--- config.mk ---
export PLATFORM = sky130hd
export DESIGN_NAME = mc_ctrl_fsm
export DESIGN_NICKNAME = d
export VERILOG_FILES = /design/src/rtl/mc_pkg.sv /design/src/rtl/mc_ctrl_outdec.sv /design/src/rtl/mc_ctrl_fsm.sv
export SDC_FILE = /design/constraint.sdc
export NUM_CORES = 1
export LEC_CHECK = 0
export CELL_PAD_IN_SITES_DETAIL_PLACEMENT = 2
export CELL_PAD_IN_SITES_GLOBAL_PLACEMENT = 2
export CORE_ASPECT_RATIO = 1.5
export CORE_MARGIN = 5
export CORE_UTILIZATION = 20
export CTS_BUF_LIST = sky130_fd_sc_hd__clkbuf_16
export CTS_CLUSTER_DIAMETER = 30
export DETAILED_ROUTE_END_ITERATION = 10
export PLACE_DENSITY_LB_ADDON = 0.2
export REMOVE_ABC_BUFFERS = 1
export SYNTH_ARGS = -nofsm -noshare
export SYNTH_HDL_FRONTEND = slang
export SYNTH_SLANG_ARGS = --single-unit
--- constraint.sdc ---
create_clock -name clk -period 2.1 [get_ports clk]
set_clock_uncertainty 0.1 [all_clocks]
set_input_delay 0.21 -clock clk [delete_from_list [all_inputs] [get_ports clk]]
set_output_delay 0.21 -clock clk [all_outputs]
set_load 0.01 [all_outputs]
--- src/rtl/mc_pkg.sv ---
// Shared definitions for the multicycle MIPS control FSM: state codes,
// supported opcodes and control-field encodings.
package mc_pkg;

  typedef enum logic [3:0] {
    ST_FETCH  = 4'd0,
    ST_DECODE = 4'd1,
    ST_MEMADR = 4'd2,
    ST_MEMRD  = 4'd3,
    ST_MEMWB  = 4'd4,
    ST_MEMWR  = 4'd5,
    ST_EXEC   = 4'd6,
    ST_ALUWB  = 4'd7,
    ST_BRANCH = 4'd8,
    ST_ADDIEX = 4'd9,
    ST_ADDIWB = 4'd10,
    ST_JUMP   = 4'd11
  } state_t;

  localparam logic [5:0] OP_RTYPE = 6'b000000;
  localparam logic [5:0] OP_ADDI  = 6'b001000;
  localparam logic [5:0] OP_BEQ   = 6'b000100;
  localparam logic [5:0] OP_J     = 6'b000010;
  localparam logic [5:0] OP_JAL   = 6'b000011;
  localparam logic [5:0] OP_LW    = 6'b100011;
  localparam logic [5:0] OP_SW    = 6'b101011;

  localparam logic [1:0] ALU_ADD   = 2'b00;
  localparam logic [1:0] ALU_SUB   = 2'b01;
  localparam logic [1:0] ALU_FUNCT = 2'b10;

  localparam logic [1:0] SRCB_REG    = 2'b00;
  localparam logic [1:0] SRCB_FOUR   = 2'b01;
  localparam logic [1:0] SRCB_IMM    = 2'b10;
  localparam logic [1:0] SRCB_IMM_SH = 2'b11;

  localparam logic [1:0] PCSRC_ALU    = 2'b00;
  localparam logic [1:0] PCSRC_ALUOUT = 2'b01;
  localparam logic [1:0] PCSRC_JUMP   = 2'b10;

  typedef struct packed {
    logic       mem_rd;
    logic       mem_we;
    logic       iord;
    logic       ir_we;
    logic       pc_we;
    logic [1:0] pc_src;
    logic       alu_src_a;
    logic [1:0] alu_src_b;
    logic [1:0] alu_op;
    logic       reg_dst;
    logic       dm2reg;
    logic       jal;
    logic       we_reg;
  } ctrl_t;

  function automatic logic is_supported_op(input logic [5:0] op);
    case (op)
      OP_RTYPE, OP_ADDI, OP_BEQ, OP_J, OP_JAL, OP_LW, OP_SW: is_supported_op = 1'b1;
      default: is_supported_op = 1'b0;
    endcase
  endfunction

endpackage

--- src/rtl/mc_ctrl_outdec.sv ---
// Pure state-to-control-word decode for mc_ctrl_fsm. ir_we/pc_we are raw
// requests here; the FSM qualifies them with mem_ready and zero.
module mc_ctrl_outdec
  import mc_pkg::*;
(
  input  state_t state,
  input  logic   jal_sel,
  output ctrl_t  ctrl
);

  // Control word per state; anything not set for a state stays low.
  always_comb begin
    ctrl = '0;
    case (state)
      ST_FETCH: begin
        ctrl.mem_rd    = 1'b1;
        ctrl.iord      = 1'b0;
        ctrl.ir_we     = 1'b1;
        ctrl.pc_we     = 1'b1;
        ctrl.alu_src_a = 1'b0;
        ctrl.alu_src_b = SRCB_FOUR;
        ctrl.alu_op    = ALU_ADD;
        ctrl.pc_src    = PCSRC_ALU;
      end
      ST_DECODE: begin
        ctrl.alu_src_a = 1'b0;
        ctrl.alu_src_b = SRCB_IMM_SH;
        ctrl.alu_op    = ALU_ADD;
      end
      ST_MEMADR, ST_ADDIEX: begin
        ctrl.alu_src_a = 1'b1;
        ctrl.alu_src_b = SRCB_IMM;
        ctrl.alu_op    = ALU_ADD;
      end
      ST_MEMRD: begin
        ctrl.mem_rd = 1'b1;
        ctrl.iord   = 1'b1;
      end
      ST_MEMWB: begin
        ctrl.we_reg  = 1'b1;
        ctrl.dm2reg  = 1'b1;
        ctrl.reg_dst = 1'b0;
      end
      ST_MEMWR: begin
        ctrl.mem_we = 1'b1;
        ctrl.iord   = 1'b1;
      end
      ST_EXEC: begin
        ctrl.alu_src_a = 1'b1;
        ctrl.alu_src_b = SRCB_REG;
        ctrl.alu_op    = ALU_FUNCT;
      end
      ST_ALUWB: begin
        ctrl.we_reg  = 1'b1;
        ctrl.reg_dst = 1'b1;
      end
      ST_BRANCH: begin
        ctrl.alu_src_a = 1'b1;
        ctrl.alu_src_b = SRCB_REG;
        ctrl.alu_op    = ALU_SUB;
        ctrl.pc_src    = PCSRC_ALUOUT;
        ctrl.pc_we     = 1'b1;
      end
      ST_ADDIWB: begin
        ctrl.we_reg  = 1'b1;
        ctrl.reg_dst = 1'b0;
      end
      ST_JUMP: begin
        ctrl.pc_src = PCSRC_JUMP;
        ctrl.pc_we  = 1'b1;
        ctrl.jal    = jal_sel;
        ctrl.we_reg = jal_sel;
      end
      default: ctrl = '0;
    endcase
  end

endmodule

--- src/rtl/mc_ctrl_fsm.sv ---
// Multicycle MIPS control FSM with memory-wait timeout. Optional performance
// counters are built only when MC_CTRL_PERF_EN is defined.
module mc_ctrl_fsm
  import mc_pkg::*;
#(
  parameter int unsigned TIMEOUT = 255,
  parameter int unsigned CNT_W   = 32
) (
  input  logic             clk,
  input  logic             rst,
  input  logic [5:0]       opcode,
  input  logic             zero,
  input  logic             mem_ready,
  output logic             mem_rd,
  output logic             mem_we,
  output logic             iord,
  output logic             ir_we,
  output logic             pc_we,
  output logic [1:0]       pc_src,
  output logic             alu_src_a,
  output logic [1:0]       alu_src_b,
  output logic [1:0]       alu_op,
  output logic             reg_dst,
  output logic             dm2reg,
  output logic             jal,
  output logic             we_reg,
  output logic             illegal,
  output logic             mem_err,
  output logic [3:0]       state,
  output logic [CNT_W-1:0] instr_cnt,
  output logic [CNT_W-1:0] cycle_cnt
);

  localparam logic [15:0] WAIT_LAST = 16'(TIMEOUT - 1);

  state_t      state_r;
  state_t      next_state_s;
  logic [15:0] wait_cnt_r;
  logic        mem_err_r;
  logic        jal_sel_r;
  logic        wait_state_s;
  logic        timeout_s;
  logic        illegal_s;
  ctrl_t       ctrl_s;

  assign wait_state_s = (state_r == ST_FETCH) || (state_r == ST_MEMRD) || (state_r == ST_MEMWR);
  // Timeout fires on the TIMEOUT-th consecutive wait cycle; a late mem_ready still wins.
  assign timeout_s    = wait_state_s && !mem_ready && (wait_cnt_r == WAIT_LAST);
  assign illegal_s    = (state_r == ST_DECODE) && !is_supported_op(opcode);

  // Next-state selection.
  always_comb begin
    next_state_s = state_r;
    case (state_r)
      ST_FETCH:  next_state_s = mem_ready ? ST_DECODE : ST_FETCH;
      ST_DECODE: begin
        case (opcode)
          OP_RTYPE:     next_state_s = ST_EXEC;
          OP_LW, OP_SW: next_state_s = ST_MEMADR;
          OP_BEQ:       next_state_s = ST_BRANCH;
          OP_ADDI:      next_state_s = ST_ADDIEX;
          OP_J, OP_JAL: next_state_s = ST_JUMP;
          default:      next_state_s = ST_FETCH;
        endcase
      end
      ST_MEMADR: next_state_s = (opcode == OP_SW) ? ST_MEMWR : ST_MEMRD;
      ST_MEMRD: begin
        if (mem_ready)      next_state_s = ST_MEMWB;
        else if (timeout_s) next_state_s = ST_FETCH;
        else                next_state_s = ST_MEMRD;
      end
      ST_MEMWR: begin
        if (mem_ready || timeout_s) next_state_s = ST_FETCH;
        else                        next_state_s = ST_MEMWR;
      end
      ST_EXEC:   next_state_s = ST_ALUWB;
      ST_ADDIEX: next_state_s = ST_ADDIWB;
      ST_MEMWB, ST_ALUWB, ST_ADDIWB, ST_BRANCH, ST_JUMP: next_state_s = ST_FETCH;
      default:   next_state_s = ST_FETCH;
    endcase
  end

  // State, wait counter, sticky error and latched JAL select.
  always_ff @(posedge clk or posedge rst) begin
    if (rst) begin
      state_r    <= ST_FETCH;
      wait_cnt_r <= 16'd0;
      mem_err_r  <= 1'b0;
      jal_sel_r  <= 1'b0;
    end else begin
      state_r   <= next_state_s;
      mem_err_r <= mem_err_r | timeout_s;
      if ((next_state_s != state_r) || timeout_s) begin
        wait_cnt_r <= 16'd0;
      end else if (wait_state_s && !mem_ready) begin
        wait_cnt_r <= wait_cnt_r + 16'd1;
      end else begin
        wait_cnt_r <= wait_cnt_r;
      end
      if (state_r == ST_DECODE) begin
        jal_sel_r <= (opcode == OP_JAL);
      end else begin
        jal_sel_r <= jal_sel_r;
      end
    end
  end

  mc_ctrl_outdec u_outdec (
    .state   (state_r),
    .jal_sel (jal_sel_r),
    .ctrl    (ctrl_s)
  );

  // Qualify the write enables with the memory handshake and branch condition.
  always_comb begin
    ir_we = ctrl_s.ir_we & mem_ready;
    if (state_r == ST_BRANCH) begin
      pc_we = ctrl_s.pc_we & zero;
    end else if (state_r == ST_FETCH) begin
      pc_we = ctrl_s.pc_we & mem_ready;
    end else begin
      pc_we = ctrl_s.pc_we;
    end
  end

  assign mem_rd    = ctrl_s.mem_rd;
  assign mem_we    = ctrl_s.mem_we;
  assign iord      = ctrl_s.iord;
  assign pc_src    = ctrl_s.pc_src;
  assign alu_src_a = ctrl_s.alu_src_a;
  assign alu_src_b = ctrl_s.alu_src_b;
  assign alu_op    = ctrl_s.alu_op;
  assign reg_dst   = ctrl_s.reg_dst;
  assign dm2reg    = ctrl_s.dm2reg;
  assign jal       = ctrl_s.jal;
  assign we_reg    = ctrl_s.we_reg;
  assign illegal   = illegal_s;
  assign mem_err   = mem_err_r;
  assign state     = state_r;

`ifdef MC_CTRL_PERF_EN
  logic [CNT_W-1:0] instr_cnt_r;
  logic [CNT_W-1:0] cycle_cnt_r;
  logic             retire_s;

  // Illegal and timeout exits are not retirements.
  assign retire_s = (state_r == ST_MEMWB) || (state_r == ST_ALUWB) || (state_r == ST_ADDIWB) ||
                    (state_r == ST_BRANCH) || (state_r == ST_JUMP) ||
                    ((state_r == ST_MEMWR) && mem_ready);

  // Free-running cycle count and retired-instruction count.
  always_ff @(posedge clk or posedge rst) begin
    if (rst) begin
      instr_cnt_r <= '0;
      cycle_cnt_r <= '0;
    end else begin
      cycle_cnt_r <= cycle_cnt_r + CNT_W'(1);
      if (retire_s) begin
        instr_cnt_r <= instr_cnt_r + CNT_W'(1);
      end else begin
        instr_cnt_r <= instr_cnt_r;
      end
    end
  end

  assign instr_cnt = instr_cnt_r;
  assign cycle_cnt = cycle_cnt_r;
`else
  assign instr_cnt = '0;
  assign cycle_cnt = '0;
`endif

endmodule

# Yosys cells after proc, flatten, opt, wreduce, memory -nomap -nowiden
# Index checks and enable logic that the tools add are counted.
dict set report word_totals {
  regBits 22
  output_inout_bits 86
  wordCells 69
}
dict set report op_classes {
  addsub 1
  eq_ne 19
  n_mux 22
  bitwise_logic 4
  reduce_logical 19
}
# cell count
set op_table {}
lappend op_table {{$mux W16} 2}
lappend op_table {{$pmux W4 S7} 1}
lappend op_table {{$pmux W5 S5} 1}
lappend op_table {{$pmux W4 S5} 1}
lappend op_table {{$add A16 B1 Y16 const B} 1}
lappend op_table {{$eq A16 B8 Y1 const B} 1}
lappend op_table {{$eq A4 B3 Y1 const B} 4}
lappend op_table {{$eq A4 B4 Y1 const B} 4}
lappend op_table {{$eq A6 B2 Y1 const B} 2}
lappend op_table {{$eq A6 B6 Y1 const B} 2}
lappend op_table {{$mux W1} 11}
lappend op_table {{$reduce_or A2 Y1} 5}
lappend op_table {{$mux W3} 3}
lappend op_table {{$pmux W3 S3} 1}
lappend op_table {{$eq A4 B2 Y1 const B} 2}
lappend op_table {{$reduce_or A7 Y1} 1}
lappend op_table {{$eq A6 B3 Y1 const B} 1}
lappend op_table {{$eq A6 B4 Y1 const B} 1}
lappend op_table {{$logic_not A6 Y1} 1}
lappend op_table {{$eq A4 B1 Y1 const B} 1}
lappend op_table {{$logic_not A4 Y1} 1}
lappend op_table {{$logic_or A1 B1 Y1} 4}
lappend op_table {{$ne A4 B4 Y1} 1}
lappend op_table {{$and A1 B1 Y1} 3}
lappend op_table {{other kinds (7)} 10}

# Depth between registers and ports, before layout
dict set report logic_depth {
  ltp_word 11
  ltp_mapped 8
  ltp_nobuf 7
}

# Cells and area by module
# From an unflattened synthesis, not the netlist that was laid out.
dict set report unflattened {
  hier_cells 263
  hier_area_um2 2237.1
}
# module instances cells_per_inst area_per_inst_um2 seq_area_each_um2
set modules_own_cells {}
lappend modules_own_cells {mc_ctrl_fsm 1 230 2030.7 550.5}
lappend modules_own_cells {mc_ctrl_outdec 1 33 206.4 0.0}

# Worst setup path before layout
# No wires, ideal clock.
dict set report synth_timing {
  path_kind {register to register}
  startpoint {register state_r[2], in the netlist state[2]}
  endpoint {register wait_cnt_r[0]}
  setup_time_ps 119
  arrival_time_ps 1793
  t_required_ps 1881
  setup_slack_ps 88
  stages_incl_launch_ff 8
  path_buffers 2
  cell_sequence {dfrtp_1 -> buf_2 -> or3_1 -> o32ai_2 -> and4_1 -> a2111o_2 -> buf_6 -> nor2_1}
}
dict set report synth_between {
  elab_chain_cells 11
}
# item line_no
set synth_rtl {}
lappend synth_rtl {{from (decl)} mc_ctrl_fsm.sv:36} ;# state_t state_r;
lappend synth_rtl {{from (signal assigned)} mc_ctrl_fsm.sv:91} ;# state_r <= next_state_s;
lappend synth_rtl {{$eq A4 B2 Y1 or $logic_not A4 Y1 (tied branches)} {mc_ctrl_fsm.sv:46, mc_ctrl_fsm.sv:54}}
lappend synth_rtl {{$logic_or A1 B1 Y1 (2 in a row)} mc_ctrl_fsm.sv:46} ;# assign wait_state_s = (state_r == ST_FETCH) || (state_r == ST_MEMRD) || (state_r == ST_MEMWR);
lappend synth_rtl {{$logic_and A1 B1 Y1} {mc_ctrl_fsm.sv:48, mc_ctrl_fsm.sv:95}}
lappend synth_rtl {{$logic_and A1 B1 Y1} mc_ctrl_fsm.sv:48} ;# assign timeout_s = wait_state_s && !mem_ready && (wait_cnt_r == WAIT_LAST);
lappend synth_rtl {{$mux W2 or $logic_or A1 B1 Y1 (tied branches)} {mc_ctrl_fsm.sv:69, mc_ctrl_fsm.sv:73}}
lappend synth_rtl {{$mux W3, on equally long branches} {mc_ctrl_fsm.sv:68, mc_ctrl_fsm.sv:73}}
lappend synth_rtl {{$pmux W4 S7} mc_ctrl_fsm.sv:54} ;# case (state_r)
lappend synth_rtl {{$ne A4 B4 Y1} mc_ctrl_fsm.sv:93} ;# if ((next_state_s != state_r) || timeout_s) begin
lappend synth_rtl {{$logic_or A1 B1 Y1} mc_ctrl_fsm.sv:93}
lappend synth_rtl {{$mux W16 or $reduce_bool A2 Y1 (tied branches)} n/a}
lappend synth_rtl {{to (signal assigned)} mc_ctrl_fsm.sv:96} ;# wait_cnt_r <= wait_cnt_r + 16'd1;
lappend synth_rtl {{to (signal assigned)} mc_ctrl_fsm.sv:98} ;# wait_cnt_r <= wait_cnt_r;
lappend synth_rtl {{to (decl)} mc_ctrl_fsm.sv:38} ;# logic [15:0] wait_cnt_r;
# Several ways; a longest one is shown, not always the timed one.
# A chain may end at the register's enable or synchronous reset.

# Worst setup path after layout
dict set report layout_timing {
  startpoint {input port opcode[3]}
  endpoint {register wait_cnt_r[14]}
}
dict set report layout_between {
  elab_chain_cells 7
}
# item line_no
set layout_rtl {}
lappend layout_rtl {{from (decl)} mc_ctrl_fsm.sv:11} ;# input logic [5:0] opcode,
lappend layout_rtl {{$eq A6 B2 Y1 (tied with other cells)} mc_ctrl_fsm.sv:57} ;# case (opcode)
lappend layout_rtl {{$reduce_or A2 Y1} mc_ctrl_fsm.sv:57}
lappend layout_rtl {{$pmux W4 S5} mc_ctrl_fsm.sv:57}
lappend layout_rtl {{$pmux W4 S7 (*)} mc_ctrl_fsm.sv:54}
lappend layout_rtl {{$ne A4 B4 Y1 (*)} mc_ctrl_fsm.sv:93}
lappend layout_rtl {{$logic_or A1 B1 Y1 (*)} mc_ctrl_fsm.sv:93}
lappend layout_rtl {{$mux W16 or $reduce_bool A2 Y1 (tied branches)} n/a}
# Every way passes the cells marked *; elsewhere a longest branch is shown, timed or not.

==> results.txt <==
----------------------------------------------------
[Outcome]
  Status ... complete, no violations

[Floorplan]
  Initial Util ... 20.42%
  Die boundary height ... between 100 and 150 µm
  Num rows ... 45
  Die Outline Area ... roughly 13000 µm²
  Core Box Area ... 10130 µm²
  Width of the die ... 93.06 µm
  Number of top-level pins ... 96

[Logic synthesis]
  Post-synthesis share of cell area spent on and, or, nand and nor gates ... 24.18%
  Count of state elements after synthesis ... 22
  Post-Syn Area ... 2069 µm²
  Fraction of the mapped netlist area in adder cells ... 1.209%
  Per-instance average area after synthesis ... 7.869 µm²
  Proportion of synthesized flip-flops having asynchronous set or reset ... 100.0%
  Post-synthesis compound-gate area fraction ... between 10 and 15%
  Main area contributors after synthesis ... sky130_fd_sc_hd__dfrtp_1 27%, sky130_fd_sc_hd__buf_4 24%, sky130_fd_sc_hd__xor2_1 6.3%, sky130_fd_sc_hd__nor2_1 6.0%, sky130_fd_sc_hd__nand2_1 3.4%
  Yosys Warn Count ... 0
  Most used DFF post-synth ... sky130_fd_sc_hd__dfrtp_1
  Distinct cell type count after synthesis ... 42
  Xor/xnor share of the synthesized area ... 8.525%
  Library cell occupying the most area in the post-synthesis netlist ... sky130_fd_sc_hd__dfrtp_1
  Post-synth EDFFs ... 0
  Synth Instances ... 263
  Post-synthesis sequential area ratio ... 26.60%
  Share of Yosys cell area claimed by the top area cell type ... between 20% and 30%
  Largest family of logic cells by synthesized area ... buffers and inverters
  Multiplexer share of the synthesized area ... 0%

[Power]
  Static leakage ... 1.406 nW
  Relative contribution of sequential cells to total power ... about a fifth
  Net load switching power ... 1.068 mW
  Clock network fraction of total power ... ~15%
  Net switching share of the total power ... 40.87%
  Internal power summed over all cells ... 1.545 mW
  Proportion of power drawn by combinational gates ... 65.4%
  Maximum ir drop on the vdd rail ... 0.0003577 V
  Power Dens Cells ... 921.0 nW/µm²

[Placed design]
  GP Congestion ... 0.7650
  Worst setup timing slack at the placement stage ... -0.4051 ns
  Port Buffer Count ... 31
  Detail Placement HPWL ... 5492 µm

[Timing]
  Max-slew violation total from the final report ... 0
  Final count of hold timing violations ... 0
  Achievable Freq ... 0.4951 GHz
  Final Setup Violations ... 0
  Fin crit period ... 2.020 ns
  Worst Slack Setup Final ... 0.08024 ns
  Final period utilization ... between 90% and 100%
  Unrepaired setup endpoints after global routing ... false

[Drt]
  First-pass detailed-route iteration total ... 3
  DRC ... 0
  Total routed wirelength ... 6775 µm
  Vias ... 1940
  Residual antenna-violating net count after detailed routing ... 0
  Initial detailed-routing violation count ... 23
  Average detailed-routed wire length per instance ... 14.66 µm
  Average via count per standard cell ... between 4 and 5

[Setup path]
  Worst reg2reg startpoint ... state[0]
  Maximum fanout encountered on the critical timing path ... 8
  Arrival time of data at the critical path endpoint ... 2.10 ns
  Startpoint of the most critical setup path ... opcode[3]
  Data required time at the worst endpoint ... 2.19 ns
  Kind of launch point of the worst setup path ... primary input
  Setup CP Type ... primary input to flop
  Endpoint class of the critical path ... flop

[Final layout]
  Fillers ... 1222
  Final standard cell utilization of the core ... 27.99%
  Relative area change from synthesis to final layout ... 37.06%
  Fraction of final layout cells sized beyond drive strength 1 ... 25.22%
  Diode count ... 0
  # nets final ... 359

[GRT]
  Number of antenna violations at the first check in global routing ... 0
  All-layer global routing usage ... a little over a tenth
  Pin count of the biggest net entering global routing ... 23
  First-pass GRT wire length ... 10540 µm
  Via count of the first global-routing pass ... 2082
  Grt ovf ... 0

[CTS]
  Number of clock buffers inserted by TritonCTS ... 3
  Clock tree root buffer cell ... sky130_fd_sc_hd__clkbuf_16
  Clk pin slew, worst setup/hold paths ... 0.06 ns
  Insertion delay of the later-clocked pin in the worst-skew pair ... ~0.25 ns
  TritonCTS clock tree ... yes
  Hold-fix buffer count after cts ... 0
  # clock sinks ... 22
  Clock buffer depth ... 2
  H-tree level count ... 1

[Worst hold path]
  Worst Hold Class ... primary input to async pin

[Run]
  Max-capacitance violation count ... 0

----------------------------------------------------
==> cells by family after synthesis <==
group / after synthesis
other: 1
adders and majority gates: 2
xor gates and xnor gates: 18
DFF: 22
AOI/OAI and AO/OA: 32
and+or+nand+nor: 102
buffers and inverters: 86
==> final timing paths <==
check / slack [ns] / to / cells after the start
max in group asynchronous: 1.45 / state[1] / 3
setup reg to reg: 0.09 / wait_cnt_r[14] / 7
hold reg to reg: 0.38 / mem_err / 1
hold / removal: 0.20 / wait_cnt_r[4] / 3
setup / recovery: 0.08 / wait_cnt_r[14] / 7
min in group clk: 0.38 / mem_err / 1
==> final cells by class <==
type	count	area (µm²)	area share, %
Multi-Input combinational cell	219	1246	43.93
Clock buffer	3	75.07	2.647
Tap cell	117	146.4	5.161
Inverter	8	30.03	1.059
Sequential cell	22	554.3	19.54
Timing Repair Buffer	93	784.5	27.66
==> cell usage in the layout (no fill, tap or decap), types with 2 or more instances in the layout <==
master / instances
sky130_fd_sc_hd__xor2_1: 15
sky130_fd_sc_hd__nand2b_1: 5
sky130_fd_sc_hd__clkbuf_16: 3
sky130_fd_sc_hd__clkdlybuf4s50_1: 16
sky130_fd_sc_hd__a31oi_1: 3
sky130_fd_sc_hd__buf_6: 3
sky130_fd_sc_hd__inv_1: 8
sky130_fd_sc_hd__nand2_1: 17
sky130_fd_sc_hd__nand2_2: 2
sky130_fd_sc_hd__dlymetal6s2s_1: 2
sky130_fd_sc_hd__nor3_1: 10
sky130_fd_sc_hd__conb_1: 64
sky130_fd_sc_hd__buf_4: 58
sky130_fd_sc_hd__dlygate4sd2_1: 12
sky130_fd_sc_hd__dfrtp_1: 19
sky130_fd_sc_hd__nor2_1: 31
sky130_fd_sc_hd__dfrtp_2: 3
sky130_fd_sc_hd__and3_1: 6
sky130_fd_sc_hd__nor2_2: 2
sky130_fd_sc_hd__nand3_1: 8
sky130_fd_sc_hd__nand4_1: 9
sky130_fd_sc_hd__a21oi_1: 5
sky130_fd_sc_hd__or2_2: 2
sky130_fd_sc_hd__ha_1: 2
sky130_fd_sc_hd__o21ai_0: 7
sky130_fd_sc_hd__o22ai_1: 2
sky130_fd_sc_hd__and2_1: 2
sky130_fd_sc_hd__xnor2_1: 2
==> what timing repair did <==
action                                  in CTS  in global routing
gates cloned                                 1                  0
gates resized for setup                     29                 11
endpoints found under the setup margin      27                 18
setup buffers                                9                  2
hold endpoints to repair                     0                  0
pin swaps                                    2                  9
==> metal layers <==
metal,up-vias,GRT usage [%],share of wire (%)
met2,47,22.89,61
met4,0,3.015,1.4
met5,-,0,0
met3,7,1.003,3.5
met1,959,9.789,34
li1,927,-,-
==> flip-flops by register name, indices dropped and copies added (netlist names) <==
name,count
wait_cnt_r,16
state,4
jal_sel_r,1
mem_err,1
==> through the flow <==
step	area (µm²)	std cells	TNS, ns	total power [mW]	hold WS (ns)
floorplan	1747	248	-6.309	1.179	0.09923
global placement	2599	447	-3.757	2.071	0.3706
detailed placement	2599	447	-4.540	2.081	0.3743
CTS	2778	460	0	2.619	0.2142
global route	2836	462	0	2.820	0.2486
finish	2836	462	0	2.613	0.1980
==> synth_stat cells (2+ instances only) <==
cell / number
sky130_fd_sc_hd__xor2_1: 15
sky130_fd_sc_hd__nor3_1: 10
sky130_fd_sc_hd__a21oi_1: 5
sky130_fd_sc_hd__and4_1: 2
sky130_fd_sc_hd__clkbuf_1: 7
sky130_fd_sc_hd__inv_1: 8
sky130_fd_sc_hd__and2_1: 2
sky130_fd_sc_hd__o21ai_0: 8
sky130_fd_sc_hd__nand3_1: 8
sky130_fd_sc_hd__buf_2: 3
sky130_fd_sc_hd__dfrtp_1: 22
sky130_fd_sc_hd__or2_2: 2
sky130_fd_sc_hd__and3_1: 6
sky130_fd_sc_hd__buf_4: 66
sky130_fd_sc_hd__nand2_1: 19
sky130_fd_sc_hd__nor2_1: 33
sky130_fd_sc_hd__a211oi_1: 2
sky130_fd_sc_hd__buf_6: 2
sky130_fd_sc_hd__a31oi_1: 4
sky130_fd_sc_hd__xnor2_1: 2
sky130_fd_sc_hd__o22ai_1: 3
sky130_fd_sc_hd__nand4_1: 9
sky130_fd_sc_hd__ha_1: 2
sky130_fd_sc_hd__nand2b_1: 5
==> critical path, stage by stage <==
cell                              delay, ns
sky130_fd_sc_hd__clkdlybuf4s50_1       0.48
sky130_fd_sc_hd__or3b_4                0.39
sky130_fd_sc_hd__a31oi_1               0.19
sky130_fd_sc_hd__a221oi_2              0.12
sky130_fd_sc_hd__a2111o_2              0.45
sky130_fd_sc_hd__buf_12                0.17
sky130_fd_sc_hd__nor2_1                0.10
==> power by group through the flow <==
stage	Combinational (mW)	Clock [mW]	Sequential [mW]
2_1_floorplan	0.586	0	0.593
3_3_place_gp	1.53	0	0.540
3_5_place_dp	1.54	0	0.539
4_1_cts	1.70	0.416	0.505
5_1_grt	1.87	0.436	0.512
6_report	1.71	0.397	0.507
Power figures use the tool's default switching activity.
